File: config.mk
export PLATFORM = sky130hd
export DESIGN_NAME = onchip_mem_frame_reader
export DESIGN_NICKNAME = d
export VERILOG_FILES = /design/src/rtl/onchip_mem_frame_reader.sv
export SDC_FILE = /design/constraint.sdc
export NUM_CORES = 2
export LEC_CHECK = 0
export CAP_MARGIN = 20
export CORE_AREA = 4 4 404 565
export CTS_BUF_LIST = sky130_fd_sc_hd__clkbuf_8
export CTS_CLUSTER_DIAMETER = 40
export DETAILED_ROUTE_END_ITERATION = 8
export DIE_AREA = 0 0 408 569
export GPL_TIMING_DRIVEN = 0
export SYNTH_ARGS = -nofsm -noshare
export SYNTH_HDL_FRONTEND = slang
export SYNTH_SLANG_ARGS = --single-unit
export TNS_END_PERCENT = 30
File: constraint.sdc
create_clock -name clk -period 39.3 [get_ports clk]
set_input_delay 7.86 -clock clk [delete_from_list [all_inputs] [get_ports clk]]
set_output_delay 7.86 -clock clk [all_outputs]
set_load 0.01 [all_outputs]
File: src/rtl/onchip_mem_frame_reader.sv
`default_nettype none
// ---------------------------------------------------------------------------
// onchip_mem_frame_reader : streams a word range of on-chip memory with framing
// Revision: 1.0
// ---------------------------------------------------------------------------
module onchip_mem_frame_reader #(
  parameter int DATA_W     = 256,
  parameter int ADDR_W     = 13,
  parameter int FIFO_DEPTH = 8
) (
  input  logic              clk,
  input  logic              rst,
  input  logic              read_start_in,
  input  logic [31:0]       start_addr_in,
  input  logic [31:0]       to_read_byte_in,
  input  logic [31:0]       one_frame_byte_in,
  output logic              read_done_out,
  output logic              busy_out,
  output logic              mem_chip_select,
  output logic              mem_read,
  output logic [ADDR_W-1:0] mem_addr,
  input  logic              mem_read_valid,
  input  logic [DATA_W-1:0] mem_read_data,
  output logic              st_valid,
  input  logic              st_ready,
  output logic [DATA_W-1:0] st_data,
  output logic              st_sof,
  output logic              st_eof
);

  localparam int PW = $clog2(FIFO_DEPTH);
  localparam int CW = PW + 1;
  localparam logic [CW:0]   C_DEPTH = (CW+1)'(FIFO_DEPTH);
  localparam logic [CW-1:0] C_FULL  = CW'(FIFO_DEPTH);

  typedef enum logic [1:0] {S_IDLE, S_READ, S_DRAIN, S_DONE} state_t;

  state_t            state_q;
  logic [26:0]       total_q, frame_q, issued_q, deliv_q, fcnt_q;
  logic [ADDR_W-1:0] base_q, addr_q;
  logic [CW-1:0]     outst_q, count_q;
  logic [PW-1:0]     wr_ptr_q, rd_ptr_q;
  logic              mem_read_q, cs_q, busy_q, done_q;
  logic [DATA_W-1:0] fifo_q [FIFO_DEPTH];

  logic [32:0] w_tot_sum, w_frm_sum;
  logic [26:0] w_total, w_frame;
  logic [CW:0] w_credit;
  logic        w_push, w_pop, w_issue, w_last;
  logic        w_unused;

  // Byte counts round up to whole 32-byte words; a zero frame size means one frame.
  assign w_tot_sum = {1'b0, to_read_byte_in} + 33'd31;
  assign w_frm_sum = {1'b0, one_frame_byte_in} + 33'd31;
  assign w_total   = w_tot_sum[31:5];
  assign w_frame   = (w_frm_sum[31:5] == 27'd0) ? w_total : w_frm_sum[31:5];
  assign w_unused  = ^{start_addr_in[31:ADDR_W+5], start_addr_in[4:0],
                       w_tot_sum[32], w_tot_sum[4:0], w_frm_sum[32], w_frm_sum[4:0]};

  assign w_credit = {1'b0, count_q} + {1'b0, outst_q};
  assign w_push   = mem_read_valid && (state_q != S_IDLE);
  assign w_pop    = st_valid && st_ready;
  assign w_issue  = (state_q == S_READ) && (issued_q != total_q) && (w_credit < C_DEPTH);
  assign w_last   = (deliv_q == total_q - 27'd1);

  assign st_valid = (count_q != '0);
  assign st_data  = fifo_q[rd_ptr_q];
  assign st_sof   = st_valid && (fcnt_q == 27'd0);
  assign st_eof   = st_valid && ((fcnt_q == frame_q - 27'd1) || w_last);

  assign read_done_out   = done_q;
  assign busy_out        = busy_q;
  assign mem_chip_select = cs_q;
  assign mem_read        = mem_read_q;
  assign mem_addr        = addr_q;

  always_ff @(posedge clk) begin
    if (w_push) fifo_q[wr_ptr_q] <= mem_read_data;
  end

  always_ff @(posedge clk or posedge rst) begin
    if (rst) begin
      state_q    <= S_IDLE;
      total_q    <= '0;
      frame_q    <= '0;
      issued_q   <= '0;
      deliv_q    <= '0;
      fcnt_q     <= '0;
      base_q     <= '0;
      addr_q     <= '0;
      outst_q    <= '0;
      count_q    <= '0;
      wr_ptr_q   <= '0;
      rd_ptr_q   <= '0;
      mem_read_q <= 1'b0;
      cs_q       <= 1'b0;
      busy_q     <= 1'b0;
      done_q     <= 1'b0;
    end else begin
      done_q     <= 1'b0;
      mem_read_q <= w_issue;
      cs_q       <= w_issue;
      if (w_issue) begin
        addr_q   <= base_q + issued_q[ADDR_W-1:0];
        issued_q <= issued_q + 27'd1;
      end
      // Credits cover both words in the FIFO and words still in the memory pipe.
      case ({w_issue, w_push})
        2'b10:   outst_q <= outst_q + 1'b1;
        2'b01:   outst_q <= outst_q - 1'b1;
        default: outst_q <= outst_q;
      endcase
      case ({w_push, w_pop})
        2'b10:   count_q <= count_q + 1'b1;
        2'b01:   count_q <= count_q - 1'b1;
        default: count_q <= count_q;
      endcase
      if (w_push) wr_ptr_q <= wr_ptr_q + 1'b1;
      if (w_pop) begin
        rd_ptr_q <= rd_ptr_q + 1'b1;
        deliv_q  <= deliv_q + 27'd1;
        fcnt_q   <= st_eof ? 27'd0 : fcnt_q + 27'd1;
      end

      case (state_q)
        S_IDLE: begin
          if (read_start_in) begin
            total_q  <= w_total;
            frame_q  <= w_frame;
            base_q   <= start_addr_in[ADDR_W+4:5];
            issued_q <= '0;
            deliv_q  <= '0;
            fcnt_q   <= '0;
            busy_q   <= 1'b1;
            if (w_total == 27'd0) begin
              state_q <= S_DONE;
              done_q  <= 1'b1;
            end else begin
              state_q <= S_READ;
            end
          end
        end
        S_READ: begin
          if (issued_q == total_q) state_q <= S_DRAIN;
        end
        S_DRAIN: begin
          if (outst_q == '0 && count_q == '0 && deliv_q == total_q) begin
            state_q <= S_DONE;
            done_q  <= 1'b1;
          end
        end
        S_DONE: begin
          state_q <= S_IDLE;
          busy_q  <= 1'b0;
        end
        default: state_q <= S_IDLE;
      endcase
    end
  end

`ifndef SYNTHESIS
  a_no_overflow: assert property (@(posedge clk) disable iff (rst)
    !(w_push && count_q == C_FULL));
`endif

endmodule
`default_nettype wire

Word level (Yosys, flattened, before mapping)
Memory sizes are Yosys's and may differ from the RTL's.
Cells that the tools add are included.
{ "totals": {"output_inout_bits": 276, "mem_bits_rw": 2048, "elab_cells": 96, "n_memories": 1, "regBits": 180, "in_bits": 357} }
{ "classes": {"n_reduce_logical": 23, "add_sub_neg": 15, "muxes": 26, "n_lt_le_gt_ge": 1, "n_eq_ne": 15} }
{ "memory_table": {"columns": ["name", "words", "width", "read_ports", "rd_ports_with_merged_regs", "write_ports", "line", "source"], "rows": [
  ["fifo_q", 8, 256, 1, 0, 1, "44", "logic [DATA_W-1:0] fifo_q [FIFO_DEPTH];"]
]} }
{ "op_table": {"columns": ["op", "n"], "rows": [
  ["$mux 27", 11],
  ["$eq 27x27->1", 4],
  ["$add 27x1->27 const B", 3],
  ["$logic_not 27->1", 3],
  ["$add 32x5->32 const B", 2],
  ["$sub 27x1->27 const B", 2],
  ["$ne 27x27->1", 1],
  ["$pmux 4 s2", 2],
  ["$add 13x13->13", 1],
  ["$add 4x1->4 const B", 2],
  ["$eq 2x2->1 const B", 4],
  ["$logic_and 1x1->1", 8],
  ["$logic_not 4->1", 2],
  ["$mux 2", 4],
  ["$pmux 2 s4", 1],
  ["$reduce_bool 2->1", 4],
  ["$sub 4x1->4 const B", 2],
  ["$add 3x1->3 const B", 2],
  ["$eq 2x1->1 const B", 3],
  ["$mux 1", 6],
  ["$add 4x4->5", 1],
  ["$lt 5x4->1 const B", 1],
  ["$ne 2x2->1 const B", 2],
  ["$pmux 1 s2", 2],
  ["6 further kinds", 7]
]} }

Longest topological paths before layout
{ "depth": {"depth_word": 8, "ltp_mapped": 14, "mapped_depth_nobuf": 12} }

Worst setup path before layout
Ideal clock, no wire load.
{ "synth_timing": {"kind": "input to register", "startpoint": "input mem_read_valid", "endpoint": "memory fifo_q[2][0], enable pin", "slack_ns": 11.369, "required_time_ns": 38.061, "arrival_time_ns": 26.693, "setup_time_ns": 1.239, "cell_stages": 4, "path_buffers": 0, "cell_sequence": "nand2_1 inv_1 nand2b_1 nor3b_1"} }
{ "synth_between": {"elab_chain_cells": 3} }
{ "synth_lines": {"columns": ["item", "line", "source"], "rows": [
  ["start, declared", "22", "input logic mem_read_valid,"],
  ["$logic_and 1x1->1", "61", "assign w_push = mem_read_valid && (state_q != S_IDLE);"],
  ["named net w_push", "49", "logic w_push, w_pop, w_issue, w_last;"],
  ["$mux 1", "78", "if (w_push) fifo_q[wr_ptr_q] <= mem_read_data;"],
  ["$mux 1 (not written as such)", "78", null],
  ["end, declared", "44", null]
]} }
The timed path passes the listed nets, and every way through them passes these cells.

Worst setup path after layout
{ "layout_timing": {"startpoint": "register frame_q[8]", "endpoint": "output st_eof"} }
{ "layout_between": {"elab_chain_cells": 4} }
{ "layout_lines": {"columns": ["item", "line", "source"], "rows": [
  ["start, declared", "39", "logic [26:0] total_q, frame_q, issued_q, deliv_q, fcnt_q;"],
  ["start signal, assigned", "129", "frame_q <= w_frame;"],
  ["$sub 27x1->27", "69", "assign st_eof = st_valid && ((fcnt_q == frame_q - 27'd1) || w_last);"],
  ["$eq 27x27->1", "69", null],
  ["$logic_or 1x1->1", "69", null],
  ["$logic_and 1x1->1", "69", null],
  ["end, declared", "28", "output logic st_eof"]
]} }
Every way passes these cells.

==> results.txt <==
hold_buf cts = 0
DR DRC count = 0
Net Sw Frac = 31.9%
crit path max fanout = 10
clock skew = 51.3 ps
Non-Filler Instances = 8841
DR pass1 iterations = 8
status = finished clean
I/O pin count = 633
worst vdd ir = 0.0419 mV
Int Pwr = 5.29 mW
syn_nets = 4790
RSZ-0062 raised after global routing = false
hold crit path type = register to register
EDFF count, synth = 2048
WP data required = 31440 ps
max-slew violation count = 0
CP delay by family, top = simple AND/OR/NAND/NOR gates
initial antenna violation count = 57
Num CTS Buffers = 355
die footprint = 232000 um^2
Hold Crit Depth = 2
Synth cell types = 81
DP HPWL = 166 mm
reg2reg end = outst_q[3]
total wire length = 235 mm
Worst Tran Pin Value = 1120 ps
share of cells above drive strength 1 = 26.3%
site row count = 205
Async SR Flop Fraction = 8.08%
Final Setup Violations = 0
Root Driver = clkbuf_8
worst reg2reg path startpoint = total_q[6]
Wirelength per Cell = 26.5 um
core area = 223000 um^2
Vias/cell = 5.33
Critical Path AT = 4900 ps
Clock Path Buffers = 4
post-route antenna net violation count = 0
Seq/Total Area, Yosys = 74.3%
pwr/cell area = 71.3 nW/um^2
Setup CP Type = register to primary output
Die Ht = 569 um
FF-to-FF path depth = 14
Starting DRT DRC Count = 3258
via count = 47.1k
Hold Fails Final Rpt = 0
post-route cell area = 109000 um^2
initial core utilization = 39.9%
vias in the first global route = 50.1k
min-delay src = mem_addr[10]
hold path endpoint = mem_addr[10]
cts repair resizes = 0
largest net degree at the start of global routing = 97
Setup crit start kind = register
Cells after Synth = 4397
Tcrit/Tclk final = 32.5%
FILL cells = 18.4k
crit path cell chain = clkbuf_1 > nor4_1 > nand3_1 > buf_2 > or2_1 > or4_1 > a21oi_1 > or4b_1 > a21boi_1 > clkdlybuf4s50_1
Gate power share = 36.9%
H-tree level count = 5
placed cells = 8161
Clock Sinks = 2228
worst skew pair latency = 940 ps
CTS tree = built
dominant synthesized flop cell = edfxtp_1
top-area cell type share of the netlist area = 69.2%
Slowest-stage cell, CP = clkdlybuf4s50_1
P_sw = 2.48 mW
Clock Power Share = 24.6%
top achievable clock speed = 0.0783 GHz
relative slew slack = 25.1%
first-pass GRT wire length = 343 mm
Mapped Avg Cell Area = 20.2 um^2
chip width = 408 um
mapped cell area = 88800 um^2
Fin Setup TNS = 0 ps
All-Layer GR Usage = 20.0%
Reg clk slew, reported paths = 60 ps
share of power burned in registers = 38.5%
PortBufs = 609
grt ovf = 0
Worst setup EP type = primary output
Syn-to-layout area delta = 22.7%
RD Place Congestion = 0.888
register bit count reported by yosys = 2228
Leak = 36.0 nW
fin util = 48.9%
post-CTS setup buffers = 0
R2R Setup Slk = 34960 ps
# nets final = 6029
crit path buf inv count = 3
main area contributors after synthesis = edfxtp_1 (69%), mux4_2 (13%), dfrtp_1 (5.1%), mux2_2 (3.3%), xnor2_1 (1.3%)
slowest cell delay on critical path = 650 ps
Max Cap Viol = 0
Ys Warns = 0
Final min period = 12760 ps
Yosys top cell by area = edfxtp_1
DP Area = 102000 um^2
==> worst reg2reg max path, delay by kind of cell, from the launching register on <==
family | cells | cell delay [ps]
buffers and inverters | 3 | 1490
AO/OA/AOI/OAI | 3 | 690
AND/OR/NAND/NOR | 3 | 630
adder cells (fa/ha/maj) | 2 | 560
XOR/XNOR | 3 | 470
flip-flops | 1 | 360
==> cell type report <==
type                            instances  area [um^2]  share of cell area [%]
Sequential cell                      2228        66000                    60.6
Multi-Input combinational cell       1902        21800                    20.0
Inverter                               48          188                   0.172
Antenna cell                           31         77.6                  0.0712
Buffer                                219          896                   0.822
Clock buffer                          376         5170                    4.75
Clock inverter                        257         1620                    1.49
Timing Repair Buffer                  882         9600                    8.80
Tap cell                             2898         3630                    3.33
==> metal layers <==
layer	track usage, %	wire length (um)	vias to the layer above
li1	-	-	20600
met1	24.7	92400	24700
met2	33.5	116000	1402
met3	7.16	20200	411
met4	5.25	5450	54
met5	0	357	-
==> worst max-delay path by stage <==
stage	startpoint	endpoint	slack, ps	cells after the start
finish	frame_q[8]	st_eof	26540	10
global route	rd_ptr_q[0]	st_data[144]	26080	6
CTS	rd_ptr_q[0]	st_data[136]	26090	6
detailed placement	rd_ptr_q[0]	st_data[136]	27170	6
global placement	mem_read_valid	fifo_q[2][107]	-12300	5
floorplan	mem_read_valid	fifo_q[2][0]	11370	4
==> registers in the layout (all words and copies together) (netlist names) <==
signal           count
mem_addr            13
read_done_out        1
count_q              4
mem_chip_select      1
outst_q              4
wr_ptr_q             3
total_q             27
frame_q             27
issued_q            27
deliv_q             27
rd_ptr_q             3
busy_out             1
state_q              2
fifo_q            2048
base_q              13
fcnt_q              27
==> cell families (layout without fill, tap and decap cells) <==
kind of cell	after synthesis	in the layout	synth area share, %
flops	2228	2228	74.3
simple gates	629	629	3.65
other cells	0	31	0
xor+xnor	233	233	2.31
compound gates	224	224	1.65
buf+inv	267	1782	1.20
mux	780	780	16.4
fa+ha+maj	36	36	0.532
==> power by group through the flow <==
stage	sequential [mW]	combinational, mW	clock, mW
floorplan	3.16	1.54	0
global placement	3.38	2.76	0
detailed placement	3.04	2.90	0
CTS	2.99	2.92	1.97
global route	3.01	3.07	2.08
finish	2.99	2.87	1.91
==> synthesized netlist by cell type, types with 62 or more instances <==
cell,count
buf_1,62
xor2_1,104
xnor2_1,128
clkbuf_1,146
o21ai_0,77
edfxtp_1,2048
dfrtp_1,180
nor2_1,108
mux4_2,512
mux2_2,258
nor3_1,71
nand2_1,176
==> metrics by stage <==
step | hold slack, ps | power, mW | setup WS (ps)
6_report | 478 | 7.77 | 26540
5_1_grt | 516 | 8.16 | 26080
4_1_cts | 483 | 7.88 | 26090
3_5_place_dp | 469 | 5.94 | 27170
3_3_place_gp | 464 | 6.14 | -12300
2_1_floorplan | 450 | 4.70 | 11370
==> cells in the final DEF, fill, tap and decap left out, types with 11 or more instances in the layout <==
cell type | synthesis | layout
mux4_2 | 512 | 512
clkinvlp_4 | 0 | 13
xor2_1 | 104 | 104
clkbuf_1 | 146 | 139
a211oi_1 | 11 | 11
a21oi_1 | 37 | 37
dfrtp_1 | 180 | 180
diode_2 | 0 | 31
nand2_1 | 176 | 176
nor3_1 | 71 | 67
o21ai_0 | 77 | 77
nor2_1 | 108 | 106
nand2b_1 | 14 | 14
inv_1 | 48 | 144
and3_1 | 16 | 16
clkdlybuf4s50_1 | 0 | 609
buf_6 | 3 | 198
buf_8 | 0 | 38
buf_12 | 2 | 24
nor4_1 | 48 | 48
nand4_1 | 46 | 46
edfxtp_1 | 2048 | 2048
ha_1 | 33 | 33
clkinv_1 | 0 | 75
clkinv_2 | 0 | 35
o21a_1 | 17 | 17
and4_1 | 13 | 13
xnor2_1 | 128 | 128
clkbuf_8 | 0 | 376
or3_1 | 23 | 23
mux2_2 | 258 | 258
nand3_1 | 47 | 47
buf_1 | 62 | 62
bufinv_16 | 0 | 17
o211ai_1 | 14 | 14
No activity file was read; power rests on OpenSTA's default activity.
